File: src/rtl/m_lsu.sv
// Memory-stage load/store unit: initiator side of the data-memory interface.
// Checks alignment and issues one word-aligned request with byte enables per
// instruction. Stalls the pipeline until the memory acknowledges or the
// request times out. Returns sign- or zero-extended load data.
module m_lsu #(
  parameter int unsigned TIMEOUT_CYC = 255
) (
  input  logic        clk,
  input  logic        reset,
  input  logic        valid,
  input  logic        flush,
  input  logic [3:0]  op,
  input  logic [31:0] addr,
  input  logic [31:0] wdata,
  input  logic [31:0] pc,
  output logic        stall,
  output logic [31:0] rdata,
  output logic        done,
  output logic        exc_adel,
  output logic        exc_ades,
  output logic        bus_err,
  output logic        mem_req,
  output logic        mem_we,
  output logic [31:0] mem_addr,
  output logic [3:0]  mem_be,
  output logic [31:0] mem_wdata,
  input  logic        mem_ack,
  input  logic [31:0] mem_rdata
);

  typedef enum logic [1:0] {IDLE, REQ, DONE} state_e;

  typedef enum logic [3:0] {
    OP_NONE = 4'd0,
    OP_LW   = 4'd1,
    OP_LH   = 4'd2,
    OP_LHU  = 4'd3,
    OP_LB   = 4'd4,
    OP_LBU  = 4'd5,
    OP_SW   = 4'd6,
    OP_SH   = 4'd7,
    OP_SB   = 4'd8
  } op_e;

  localparam logic [15:0] CNT_LAST = 16'(TIMEOUT_CYC - 1);

  state_e      state, state_nxt;
  logic [3:0]  op_q;
  logic [1:0]  off_q;
  logic [15:0] cnt;

  logic        is_load, is_store, misal;
  logic        req_ok, accept, timeout;
  logic [3:0]  be_nxt;
  logic [31:0] wdata_nxt;
  logic [15:0] half_sel;
  logic [7:0]  byte_sel;
  logic [31:0] load_val;

  // pc only feeds the simulation trace, which lives outside this block
  logic unused_pc;
  assign unused_pc = ^pc;

  // Decode the incoming op: class and alignment check
  always_comb begin
    is_load  = 1'b0;
    is_store = 1'b0;
    misal    = 1'b0;
    case (op)
      OP_LW:         begin is_load  = 1'b1; misal = |addr[1:0]; end
      OP_LH, OP_LHU: begin is_load  = 1'b1; misal = addr[0];    end
      OP_LB, OP_LBU: begin is_load  = 1'b1;                     end
      OP_SW:         begin is_store = 1'b1; misal = |addr[1:0]; end
      OP_SH:         begin is_store = 1'b1; misal = addr[0];    end
      OP_SB:         begin is_store = 1'b1;                     end
      default:       ;
    endcase
  end

  assign req_ok  = (state == IDLE) && valid && !flush;
  assign accept  = req_ok && (is_load || is_store) && !misal;
  assign timeout = (state == REQ) && !mem_ack && (cnt == CNT_LAST);

  // Byte enables and lane-replicated store data for the incoming op
  always_comb begin
    be_nxt    = 4'b1111;
    wdata_nxt = '0;
    case (op)
      OP_SW: wdata_nxt = wdata;
      OP_SH: begin
        be_nxt    = addr[1] ? 4'b1100 : 4'b0011;
        wdata_nxt = {2{wdata[15:0]}};
      end
      OP_SB: begin
        be_nxt    = 4'b0001 << addr[1:0];
        wdata_nxt = {4{wdata[7:0]}};
      end
      default: ;
    endcase
  end

  // Lane select and extension of the returned word using the registered offset
  always_comb begin
    half_sel = off_q[1] ? mem_rdata[31:16] : mem_rdata[15:0];
    byte_sel = mem_rdata[{off_q, 3'b000} +: 8];
    case (op_q)
      OP_LH:   load_val = {{16{half_sel[15]}}, half_sel};
      OP_LHU:  load_val = {16'h0000, half_sel};
      OP_LB:   load_val = {{24{byte_sel[7]}}, byte_sel};
      OP_LBU:  load_val = {24'h000000, byte_sel};
      default: load_val = mem_rdata;
    endcase
  end

  // State register
  always_ff @(posedge clk) begin
    if (reset) state <= IDLE;
    else       state <= state_nxt;
  end

  // Next-state logic
  always_comb begin
    state_nxt = state;
    case (state)
      IDLE:    if (accept) state_nxt = REQ;
      REQ: begin
        if (mem_ack)      state_nxt = DONE;
        else if (timeout) state_nxt = IDLE;
      end
      DONE:    state_nxt = IDLE;
      default: state_nxt = IDLE;
    endcase
  end

  // State-decoded outputs: stall, completion and alignment exceptions
  always_comb begin
    stall    = 1'b0;
    done     = 1'b0;
    exc_adel = 1'b0;
    exc_ades = 1'b0;
    case (state)
      IDLE: begin
        stall    = accept;
        exc_adel = req_ok && is_load  && misal;
        exc_ades = req_ok && is_store && misal;
      end
      REQ:     stall = 1'b1;
      DONE:    done  = 1'b1;
      default: ;
    endcase
  end

  // Request fields, timeout counter, load result and bus error pulse
  always_ff @(posedge clk) begin
    if (reset) begin
      mem_req   <= 1'b0;
      mem_we    <= 1'b0;
      mem_addr  <= '0;
      mem_be    <= '0;
      mem_wdata <= '0;
      op_q      <= '0;
      off_q     <= '0;
      cnt       <= '0;
      rdata     <= '0;
      bus_err   <= 1'b0;
    end else begin
      bus_err <= 1'b0;
      case (state)
        IDLE: begin
          if (accept) begin
            mem_req   <= 1'b1;
            mem_we    <= is_store;
            mem_addr  <= {addr[31:2], 2'b00};
            mem_be    <= be_nxt;
            mem_wdata <= wdata_nxt;
            op_q      <= op;
            off_q     <= addr[1:0];
            cnt       <= '0;
          end
        end
        REQ: begin
          if (mem_ack) begin
            mem_req <= 1'b0;
            if (!mem_we) rdata <= load_val;
          end else if (timeout) begin
            mem_req <= 1'b0;
            bus_err <= 1'b1;
          end else begin
            cnt <= cnt + 16'd1;
          end
        end
        default: ;
      endcase
    end
  end

endmodule
File: config.mk
export PLATFORM = sky130hd
export DESIGN_NAME = m_lsu
export DESIGN_NICKNAME = d
export VERILOG_FILES = /design/src/rtl/m_lsu.sv
export SDC_FILE = /design/constraint.sdc
export NUM_CORES = 1
export LEC_CHECK = 0
export CAP_MARGIN = 5
export CORE_ASPECT_RATIO = 1.25
export CORE_MARGIN = 3
export CORE_UTILIZATION = 38
export CTS_CLUSTER_SIZE = 20
export DETAILED_ROUTE_END_ITERATION = 6
export HOLD_SLACK_MARGIN = 0.15
export PLACE_DENSITY = 0.81
export SLEW_MARGIN = 30
export SYNTH_ARGS = -nofsm -noshare
export SYNTH_HDL_FRONTEND = slang
export SYNTH_SLANG_ARGS = --single-unit
File: constraint.sdc
create_clock -name clk -period 1.9 [get_ports clk]
set_input_delay 0.19 -clock clk [delete_from_list [all_inputs] [get_ports clk]]
set_output_delay 0.19 -clock clk [all_outputs]
set_load 0.02 [all_outputs]
; ---- Word level (Yosys, flattened, before mapping)
; Cells that the tools add are included.
[op_classes]
n_reduce_logical = 27
n_mux = 25
n_eq_ne = 19
add_sub_neg = 1
shifts = 2
bitwise_logic = 2
[op_table]
columns = cell, n
row1 = $pmux 32 s4, 1
row2 = $pmux 32 s3, 1
row3 = $mux 16, 4
row4 = $pmux 16 s2, 1
row5 = $shiftx 32x6->8, 1
row6 = $eq 4x3->1 const B, 6
row7 = $add 16x1->16 const B, 1
row8 = $eq 16x8->1 const B, 1
row9 = $eq 4x2->1 const B, 4
row10 = $logic_and 1x1->1, 10
row11 = $mux 1, 9
row12 = $reduce_or 3->1, 3
row13 = $pmux 4 s2, 1
row14 = $mux 2, 3
row15 = $ne 2x2->1 const B, 3
row16 = $pmux 1 s2, 3
row17 = $reduce_and 3->1, 2
row18 = $reduce_or 5->1, 1
row19 = $eq 4x1->1 const B, 1
row20 = $eq 4x4->1 const B, 1
row21 = $mux 4, 1
row22 = $pmux 2 s2, 1
row23 = $reduce_and 2->1, 2
row24 = $reduce_and 4->1, 1
row25 = 10 further kinds, 14
[word_totals]
in_bits = 137
word_cells = 87
register_bits = 125

; ---- Depth between registers and ports, before layout
; Gate-level depths: netlist of run 1.
[depth]
depth_word = 8
ltp_mapped = 8
depth_no_buf = 7

; ---- Worst setup path before layout of run 1
; No wires, ideal clock.
[synth_timing]
path_kind = register to register
start = register cnt[0]
end = register cnt[7]
slack_ns = 0.119
arrival_ns = 1.706
setup_time_ns = 0.074
period_less_slack_ns = 1.781
required_ns = 1.826
n_path_buf = 1
path_stages_with_launch = 9
path_cell_list = dfxtp_1 inv_1 ha_1 nor4b_1 a41oi_1 and2_1 clkbuf_1 a41oi_1 a31oi_1
[synth_between]
elab_chain_len = 4
elab_cells_between_ends = 8
[synth_lines]
columns = element, line
row1 = "start, declared", 50  ; logic [15:0] cnt;
row2 = "start signal, assigned", 189  ; cnt <= cnt + 16'd1;
row3 = $add 16x1->16 / $eq 16x8->1 (equally long branches), "189, 82"
row4 = $mux 16 / $logic_and 1x1->1 (equally long branches), "185, 82"
row5 = $mux 16 / $ne 2x2->1 (equally long branches), -
row6 = $pmux 16 s2 / $reduce_and 4->1 (equally long branches), -
; Several ways; a longest one is shown, not always the timed one. The select of a mux whose other input is x is not followed.
; A chain may end at the register's enable or synchronous reset.

; ---- Worst setup path after layout of run 1
[layout_timing]
start = register state[1]
end = output exc_ades
[layout_between]
elab_chain_len = 6
[layout_lines]
columns = element, line
row1 = "start, declared", 47  ; state_e state, state_nxt;
row2 = "start signal, assigned", 118  ; else state <= state_nxt;
row3 = $logic_not 2->1 *, "80, 141"
row4 = $logic_and 1x1->1 (2 in a row), 80  ; assign req_ok = (state == IDLE) && valid && !flush;
row5 = $logic_and 1x1->1 (2 in a row), 145  ; exc_ades = req_ok && is_store && misal;
row6 = $mux 1 *, 141  ; case (state)
row7 = "end, declared", 20  ; output logic exc_ades,
; Every way passes the cells marked *; elsewhere a longest branch is shown, timed or not.

==> results of run 1 <==
[per-layer routing]
metal / vias up / GRT usage, %
met2: 262 / 40.2
met5: - / 0
met4: 4 / 10.6
li1: 2852 / -
met1: 2922 / 25.8
met3: 74 / 6.35
[kinds of logic (layout without fill, tap and decap cells)]
logic type	after synthesis	count (layout)	share of synthesized area (%)
flip-flops	125	125	45.7
AND/OR/NAND/NOR	270	270	22.2
other	1	2	0.0685
AO/OA/AOI/OAI	181	181	23.4
adder cells (fa/ha/maj)	2	2	0.457
multiplexers	17	17	3.13
buffers and inverters	55	319	4.89
XOR/XNOR	1	1	0.160
[cells in the mapped netlist (all sizes together) (2+ instances only)]
master / n / area [um^2]
a41oi: 2 / 17.5
and2: 3 / 18.8
nor2b: 5 / 31.3
nor3b: 3 / 22.5
nor4b: 3 / 41.3
a21o: 4 / 30.0
o21ai: 25 / 125
mux2i: 16 / 160
nand2: 128 / 480
o22a: 3 / 26.3
a21oi: 45 / 236
clkbuf: 25 / 93.8
nor3: 26 / 146
nor2: 70 / 263
nand3: 7 / 35.0
nor4: 2 / 12.5
a22oi: 10 / 75.1
inv: 6 / 22.5
a211oi: 10 / 75.1
ha: 2 / 25.0
a22o: 16 / 140
o22ai: 2 / 12.5
a221oi: 15 / 131
o211ai: 2 / 15.0
or2: 2 / 12.5
buf: 24 / 151
nand2b: 7 / 43.8
nand4: 4 / 25.0
a31oi: 11 / 68.8
or3: 4 / 30.0
o21a: 3 / 22.5
dfxtp: 125 / 2500
a311oi: 26 / 228
[worst paths after layout]
path	from	endpoint	slack (ps)	cells after the start
min	op[1]	op_q[1]	180	3
max	state[1]	exc_ades	-150	4
min reg2reg	mem_addr[2]	mem_addr[2]	460	2
max reg2reg	state[1]	mem_addr[28]	-90	8
[worst min-delay path: cells and delay by family]
kind	cells	cell delay, ps
simple gates	1	90
buf+inv	1	200
compound gates	1	50
[state kept, by name, indices dropped and copies added, names as in the netlist]
name and count:
bus_err 1, mem_be 4, mem_req 1, op_q 4, mem_addr 30, rdata 32, off_q 2, state 2
mem_we 1, cnt 16, mem_wdata 32
[timing repair]
| action | CTS | global route |
|---|---|---|
| hold buffers | 1 | 0 |
| pin swaps | 3 | 54 |
| resized for setup | 24 | 121 |
| cloned | 0 | 10 |
| buffers inserted | 0 | 3 |
| hold endpoints to repair | 8 | 0 |
| endpoints found under the setup margin | 50 | 88 |
[metrics by stage]
stage	util [%]	hold WS [ps]
global placement	57.8	440
floorplan	-	268
CTS	62.9	309
detailed placement	57.8	446
global route	67.9	199
finish	67.9	176
[power by group through the flow]
stage / Sequential (W) / Clock [W] / Combinational, W
3_3_place_gp: 0.00279 / 0 / 0.000870
6_report: 0.00274 / 0.00367 / 0.00103
3_5_place_dp: 0.00279 / 0 / 0.000881
5_1_grt: 0.00275 / 0.00384 / 0.00110
4_1_cts: 0.00273 / 0.00371 / 0.000895
2_1_floorplan: 0.00286 / 0 / 0.000311
[final cells by class]
cell class	instances	share of cell area (%)
sequential	125	26.5
timing repair buffer	281	30.5
inverter	6	0.238
clock buffer	23	5.26
clock inverter	9	1.90
tap	175	2.31
multi-input combinational	473	33.4
==> results.json, run 1 <==
{
  "drive_gt1_share_pct": 22.4,
  "pwr_density_cell_nw_per_um2": 787,
  "tritoncts": "done",
  "period_minus_slack_ps": 2050,
  "drt_iter0_markers": 236,
  "cp-start-kind": "flip-flop",
  "min_period_over_period_pct": 108,
  "endpoint_kind": "primary output",
  "synth_ff_type": "dfxtp_1",
  "cts_buffers": 17,
  "rsz0062_at_grt": "yes",
  "skew_ps": 8.80,
  "critPathArrivalTime_ps": 1860,
  "grt.total_usage_pct": 23.0,
  "vias_per_cell": 5.60,
  "hold_path.class": "primary input to flip-flop",
  "grt_max_degree": 47,
  "diodes": 0,
  "ant_nets": 0,
  "initial_core_util_pct": 39.3,
  "swShare_pct": 23.1,
  "peakVddDrop_mv": 0.724,
  "dp_cells": 1046,
  "yosys_warnings": 0,
  "io_buffer_count": 209,
  "grt_pass1_vias": 5620,
  "tightest_slew_ps": 628,
  "ys_ff_latch": 125,
  "critPathKind": "flip-flop to primary output",
  "synth_edf_count": 0,
  "core-area_um2": 13900,
  "insertion_delay_ps": 410,
  "route.detailed.drc": 0,
  "wl_met3_um": 1440,
  "drv_cap": 0,
  "root_buffer": "clkbuf_16",
  "cpPeakStageDelay_ps": 560,
  "place.detailed.hpwl_um": 13600,
  "gp_congestion": 0.930,
  "layout_common_cells": "clkdlybuf4s50_1, dfxtp_1, nand2_1",
  "critical_path_buf_inv_count": 1,
  "critPathRequiredTime_ps": 1710,
  "dr_total_vias": 6114,
  "io_pins": 244,
  "cp_max_fo": 2,
  "cts_buffer_depth": 2,
  "cp_cell_sequence": "or4b_4, a211o_1, nor2_2, buf_6",
  "wl_per_cell_um": 19.2,
  "die_w_um": 113,
  "p_int_w": 0.00573,
  "leakage_nw": 3.52,
  "clkPwrFrac_pct": 49.3,
  "p_sw_w": 0.00172,
  "fillers": 1059,
  "relSlewSlack_pct": 58.0,
  "top_layer": "met5",
  "placed_cell_area_um2": 8050,
  "grt.overflow.total": 0,
  "combPwrFrac_pct": 13.9,
  "pre_cts_ws_ps": -559,
  "hold_viol_final": 0,
  "finalNonFillerCells": 1092,
  "synth_cell_types": 59,
  "syn_area_per_cell_um2": 8.40,
  "dieHeight_um": 140,
  "max_freq_mhz": 489,
  "seqCellArea_um2": 2500,
  "layout_commonest_cell": "clkdlybuf4s50_1",
  "design_power_total_w": 0.00745,
  "syn2layout_area_growth_pct": 72.8,
  "setup_viol_count_final": 55,
  "outcome": "finished, violations left",
  "dr.pass1.iters": 5,
  "seq_area_frac_synth_pct": 45.7,
  "fp-row-count": 48,
  "grt_first_pass_wirelength_um": 29000,
  "syn_area_um2": 5480,
  "critPathTopFamily": "simple AND/OR/NAND/NOR gates",
  "fin_tns_setup_ps": -1990,
  "wl_met1_um": 7600,
  "multiInputGateArea_um2": 3160,
  "clock_sinks": 125,
  "synthArstFlopShare_pct": 0,
  "finalInstanceArea_um2": 9460,
  "cts_max_level": 4,
  "pwr-share-seq_pct": 36.8,
  "cp_slowest_cell": "or4b_4",
  "syn_inst": 652,
  "violations": "negative setup slack",
  "finalWorstSetupSlack_ps": -146,
  "drv_slew": 0,
  "dieArea_um2": 15900,
  "clk_pin_slew_worst_paths_ps": 60,
  "totalWireLength_um": 21000,
  "met2_length_um": 11000,
  "antenna_found_initial": 2,
  "nets": 1043
}
No activity file was read; power rests on OpenSTA's default activity.
==> inputs of run 2 (changes only) <==
- CORE_UTILIZATION: 38 -> 42
- CTS_BUF_LIST: default -> sky130_fd_sc_hd__clkbuf_16
- PLACE_DENSITY: 0.81 -> 0.84
- SETUP_SLACK_MARGIN: default -> 0.2
- clock period: 1.9 -> 2.3 ns (I/O delays scaled with it)
==> run 2 against run 1 <==
The run now ends clean; largest power group unchanged; die area decreased by 9.1%; setup slack improved by 340 ps; highest routed layer is now met4; register-to-register slack improved by 420 ps; largest cell class unchanged.
==> results.json, run 2 (synthesis results as in run 1) <==
{
  "clkPwrFrac_pct": 47.0,
  "critPathArrivalTime_ps": 1880,
  "leakage_nw": 3.03,
  "fillers": 1000,
  "tightest_slew_ps": 847,
  "grt_first_pass_wirelength_um": 28000,
  "dr.pass1.iters": 6,
  "skew_ps": 13.5,
  "cp-start-kind": "flip-flop",
  "relSlewSlack_pct": 43.1,
  "place.detailed.hpwl_um": 12800,
  "hold_ws_ps": 232,
  "fin_tns_setup_ps": 0,
  "cts_buffers": 17,
  "seqCellArea_um2": 2500,
  "wl_per_cell_um": 16.7,
  "insertion_delay_ps": 410,
  "gp_congestion": 0.885,
  "die_w_um": 108,
  "finalInstanceArea_um2": 8510,
  "nets": 1011,
  "core-area_um2": 12700,
  "hold_path.class": "primary input to flip-flop",
  "dieArea_um2": 14500,
  "endpoint_kind": "primary output",
  "drv_slew": 0,
  "cp_max_fo": 2,
  "cts_hold_buf": 0,
  "r2r_start": "cnt[0]",
  "r2r-end": "cnt[6]",
  "tritoncts": "done",
  "critPathRequiredTime_ps": 2070,
  "critPathKind": "flip-flop to primary output",
  "p_int_w": 0.00427,
  "route.detailed.drc": 0,
  "fp-row-count": 46,
  "cts_buffer_depth": 2,
  "antenna_found_initial": 1,
  "grt.overflow.total": 0,
  "io_pins": 244,
  "dp_cells": 1020,
  "vias_per_cell": 5.47,
  "syn2layout_area_growth_pct": 55.3,
  "totalWireLength_um": 17700,
  "multiInputGateArea_um2": 2740,
  "pwr-share-seq_pct": 40.2,
  "max_freq_mhz": 475,
  "io_buffer_count": 209,
  "clock_sinks": 125,
  "min_period_over_period_pct": 91.5,
  "combPwrFrac_pct": 12.8,
  "pwr_density_cell_nw_per_um2": 661,
  "grt_pass1_vias": 5536,
  "hold_viol_final": 0,
  "outcome": "finished, final reports clean",
  "rsz0062_at_grt": "yes",
  "setup_viol_count_final": 0,
  "rr_worst_depth": 7,
  "holdPathStages": 2,
  "ff2ff_setup_slack_ps": 330,
  "dr_total_vias": 5762,
  "peakVddDrop_mv": 0.520,
  "initial_core_util_pct": 43.1,
  "reg_top3": "mem_wdata: 32 flops, rdata: 32 flops, mem_addr: 30 flops",
  "root_buffer": "clkbuf_16",
  "drt_iter0_markers": 291,
  "drv_cap": 0,
  "swShare_pct": 24.0,
  "ant_nets": 0,
  "period_minus_slack_ps": 2110,
  "grt.total_usage_pct": 24.4,
  "finalNonFillerCells": 1054,
  "worstHoldStart": "reset",
  "dieHeight_um": 134,
  "placed_cell_area_um2": 7880,
  "layout_commonest_cell": "clkdlybuf4s50_1",
  "cts_max_level": 4,
  "hold_end": "state[0]",
  "p_sw_w": 0.00135,
  "layout_common_cells": "clkdlybuf4s50_1, nand2_1, dfxtp_1",
  "grt_max_degree": 44,
  "drive_gt1_share_pct": 9.83,
  "clk_pin_slew_worst_paths_ps": 60
}
[run 2: layout make-up]
type | instances | area share (%)
Clock buffer | 17 | 5.00
Antenna cell | 1 | 0.0294
Timing Repair Buffer | 249 | 28.8
Tap cell | 168 | 2.47
Clock inverter | 15 | 1.82
Multi-Input combinational cell | 473 | 32.2
Inverter | 6 | 0.265
Sequential cell | 125 | 29.4
[run 2: critical path, cell delays in order (launching register included)]
cell and delay, ps:
dfxtp_1 310, or4b_4 580, a211o_1 290, nor2_1 130, buf_4 150
[run 2: per-stage QoR]
| stage | setup slack, ps | util, % | power (W) |
|---|---|---|---|
| floorplan | 519 | - | 0.00262 |
| global placement | -205 | 62.0 | 0.00301 |
| detailed placement | -247 | 62.0 | 0.00302 |
| CTS | 170 | 66.6 | 0.00565 |
| global route | 147 | 66.9 | 0.00584 |
| finish | 195 | 66.9 | 0.00562 |
[run 2: how the worst max path moves through the flow]
stage,end,slack (ps),start,cells past startpoint
5_1_grt,exc_adel,150,state[0],4
3_3_place_gp,exc_adel,-210,valid,5
2_1_floorplan,cnt[7],520,cnt[0],8
4_1_cts,exc_adel,170,state[0],4
6_report,exc_adel,190,state[0],4
3_5_place_dp,mem_wdata[28],-250,op[1],7
[run 2: power groups by stage]
stage                     registers [W]  logic [W]  clock network (W)
final                           0.00226   0.000719            0.00264
after global routing            0.00226   0.000772            0.00280
after CTS                       0.00226   0.000716            0.00268
after detailed placement        0.00230   0.000711                  0
after global placement          0.00230   0.000703                  0
after floorplan                 0.00236   0.000257                  0
[run 2: repair_timing]
action,in CTS,in global routing
buffers inserted,1,0
pin swaps,2,0
gates cloned,0,0
setup endpoints to repair,30,58
resized for setup,14,10
[run 2: metal layers]
layer  GRT usage [%]  up-vias  part of all wire (%)
met1            28.1     2715                    38
li1                -     2792                     -
met5               0        -                     0
met2            42.2      216                    53
met4            10.2        0                   3.2
met3            6.64       39                   6.3
==> inputs of run 3 (changes only) <==
- ABC_CLOCK_PERIOD_IN_PS: default -> 1900
- CORE_UTILIZATION: 42 -> 38
- PLACE_DENSITY: 0.84 -> 0.81
- clock period: 2.3 -> 1.9 ns (I/O delays scaled with it)
==> run 3 against run 2 <==
The flow now finishes with violations (negative setup slack); clock power up 22%; wire length grew 28%; global-route usage rose by 0.27 points; first-iteration DRC count grew 46%; critical path depth is 6 higher; design area rose by 18%; clock skew decreased by 6.5 ps; sequential cell count did not move; register-to-register slack got worse by 440 ps; non-clock buffer count rose by 60; sequential share of layout area down 4.4 points; largest cell class unchanged; largest power group unchanged; highest routed layer is now met5.
==> results.json, run 3 (synthesis results as in run 1) <==
{
  "outcome": "finished, violations left",
  "rsz0062_at_grt": "yes",
  "initial_core_util_pct": 39.3,
  "syn2layout_area_growth_pct": 83.4,
  "period_minus_slack_ps": 2040,
  "reg_top3": "mem_wdata: 32 flops, rdata: 32 flops, mem_addr: 30 flops",
  "dr_total_vias": 6424,
  "cp_max_fo": 7,
  "critPathRequiredTime_ps": 2210,
  "insertion_delay_ps": 410,
  "place.detailed.hpwl_um": 13100,
  "nets": 1072,
  "finalWorstSetupSlack_ps": -142,
  "die_w_um": 113,
  "finalInstanceArea_um2": 10000,
  "io_pins": 244,
  "cts_buffer_depth": 2,
  "clock_sinks": 125,
  "violations": "negative setup slack",
  "critPathArrivalTime_ps": 2350,
  "worstSetupStartpoint": "op[2]",
  "min_period_over_period_pct": 107,
  "cts_max_level": 4,
  "leakage_nw": 3.74,
  "cts_buffers": 17,
  "drv_slew": 0,
  "drive_gt1_share_pct": 29.4,
  "grt.overflow.total": 0,
  "critPathKind": "primary input to flip-flop",
  "pwr_density_cell_nw_per_um2": 706,
  "drv_cap": 0,
  "route.detailed.drc": 0,
  "root_buffer": "clkbuf_16",
  "diodes": 0,
  "hold_path.class": "primary input to flip-flop",
  "ff2ff_setup_slack_ps": -110,
  "endpoint_kind": "flip-flop",
  "relSlewSlack_pct": 62.1,
  "design_power_total_w": 0.00710,
  "antenna_found_initial": 1,
  "drt_iter0_markers": 425,
  "fp-row-count": 48,
  "io_buffer_count": 209,
  "cp-start-kind": "primary input",
  "r2r_start": "state[0]",
  "gp_congestion": 0.857,
  "grt_pass1_vias": 5924,
  "fin_tns_setup_ps": -1950,
  "clk_pin_slew_worst_paths_ps": 60,
  "crit_end": "mem_wdata[12]",
  "r2r-end": "mem_wdata[12]",
  "setup_viol_count_final": 42,
  "layout_common_cells": "clkdlybuf4s50_1, dfxtp_1, nand2_1",
  "tritoncts": "done",
  "fillers": 977,
  "tightest_slew_ps": 568,
  "dieHeight_um": 140,
  "grt_max_degree": 33,
  "peakVddDrop_mv": 0.497,
  "pre_cts_ws_ps": -493,
  "grt.total_usage_pct": 24.6,
  "placed_cell_area_um2": 8070,
  "wl_per_cell_um": 20.2,
  "skew_ps": 7.02,
  "layout_commonest_cell": "clkdlybuf4s50_1",
  "totalWireLength_um": 22600,
  "hold_ws_ps": 219,
  "ant_nets": 0,
  "vias_per_cell": 5.73,
  "core-area_um2": 13900,
  "max_freq_mhz": 490,
  "grt_first_pass_wirelength_um": 31200,
  "rr_worst_depth": 9,
  "dr.pass1.iters": 5,
  "dieArea_um2": 15900,
  "hold_viol_final": 0
}
## run 3: cell count changes in the layout (fill, tap and decap cells not counted), sizes merged
| cell | change |
|---|---|
| clkbuf | +4 |
| dlymetal6s2s | +3 |
| clkdlybuf4s50 | -3 |
| dlygate4sd2 | -1 |
| buf | +56 |
| dlygate4sd3 | +1 |
| diode | -1 |
| and2 | +1 |
## run 3: worst max-delay path, cell delays in order
cell             delay (ps)
clkdlybuf4s50_1         470
buf_6                   150
nand2_2                  50
a32o_2                  330
o31a_4                  390
buf_6                   130
buf_8                   140
buf_12                  120
buf_16                  120
a311oi_1                250
## run 3: area by class of cell
class / instances / area [um^2] / area share [%]
Clock inverter: 15 / 155 / 1.54
Timing Repair Buffer: 309 / 3280 / 32.7
Inverter: 6 / 22.5 / 0.224
Clock buffer: 17 / 425 / 4.23
Multi-Input combinational cell: 474 / 3430 / 34.1
Sequential cell: 125 / 2510 / 25.0
Tap cell: 175 / 219 / 2.18
## run 3: per-layer routing
metal / vias up / GRT usage [%] / wire, um
met5: - / 0 / 13
met4: 2 / 9.56 / 993
met3: 81 / 6.27 / 1510
met2: 325 / 41.9 / 11600
met1: 3088 / 29.7 / 8500
li1: 2928 / - / -
## run 3: how the worst min path moves through the flow
stage	start	cells after the start	slack, ps	endpoint
2_1_floorplan	mem_ack	1	270	bus_err
3_3_place_gp	reset	2	420	state[0]
3_5_place_dp	reset	2	430	state[0]
4_1_cts	reset	4	190	cnt[7]
5_1_grt	addr[1]	3	230	off_q[1]
6_report	addr[1]	3	220	off_q[1]
## run 3: power by group
part	total (W)	leakage [nW]	internal, W	switching [W]
Sequential	0.00274	1.02	0.00269	0.0000493
Combinational	0.00114	2.44	0.000589	0.000548
Clock	0.00322	0.280	0.00203	0.00119
## run 3: per-stage QoR
stage	instances	util [%]
4_1_cts	1100	67.3
2_1_floorplan	653	-
5_1_grt	1121	72.1
3_5_place_dp	1046	57.9
3_3_place_gp	1046	57.9
6_report	1121	72.1
## run 3: timing repair
action                                  CTS  global route
hold buffers                              1             0
endpoints found under the setup margin  126           127
gates resized for setup                 137           112
endpoints found under the hold margin     1             0
buffers inserted                         14            16
cloned                                    7             5
pin swaps                                49            53
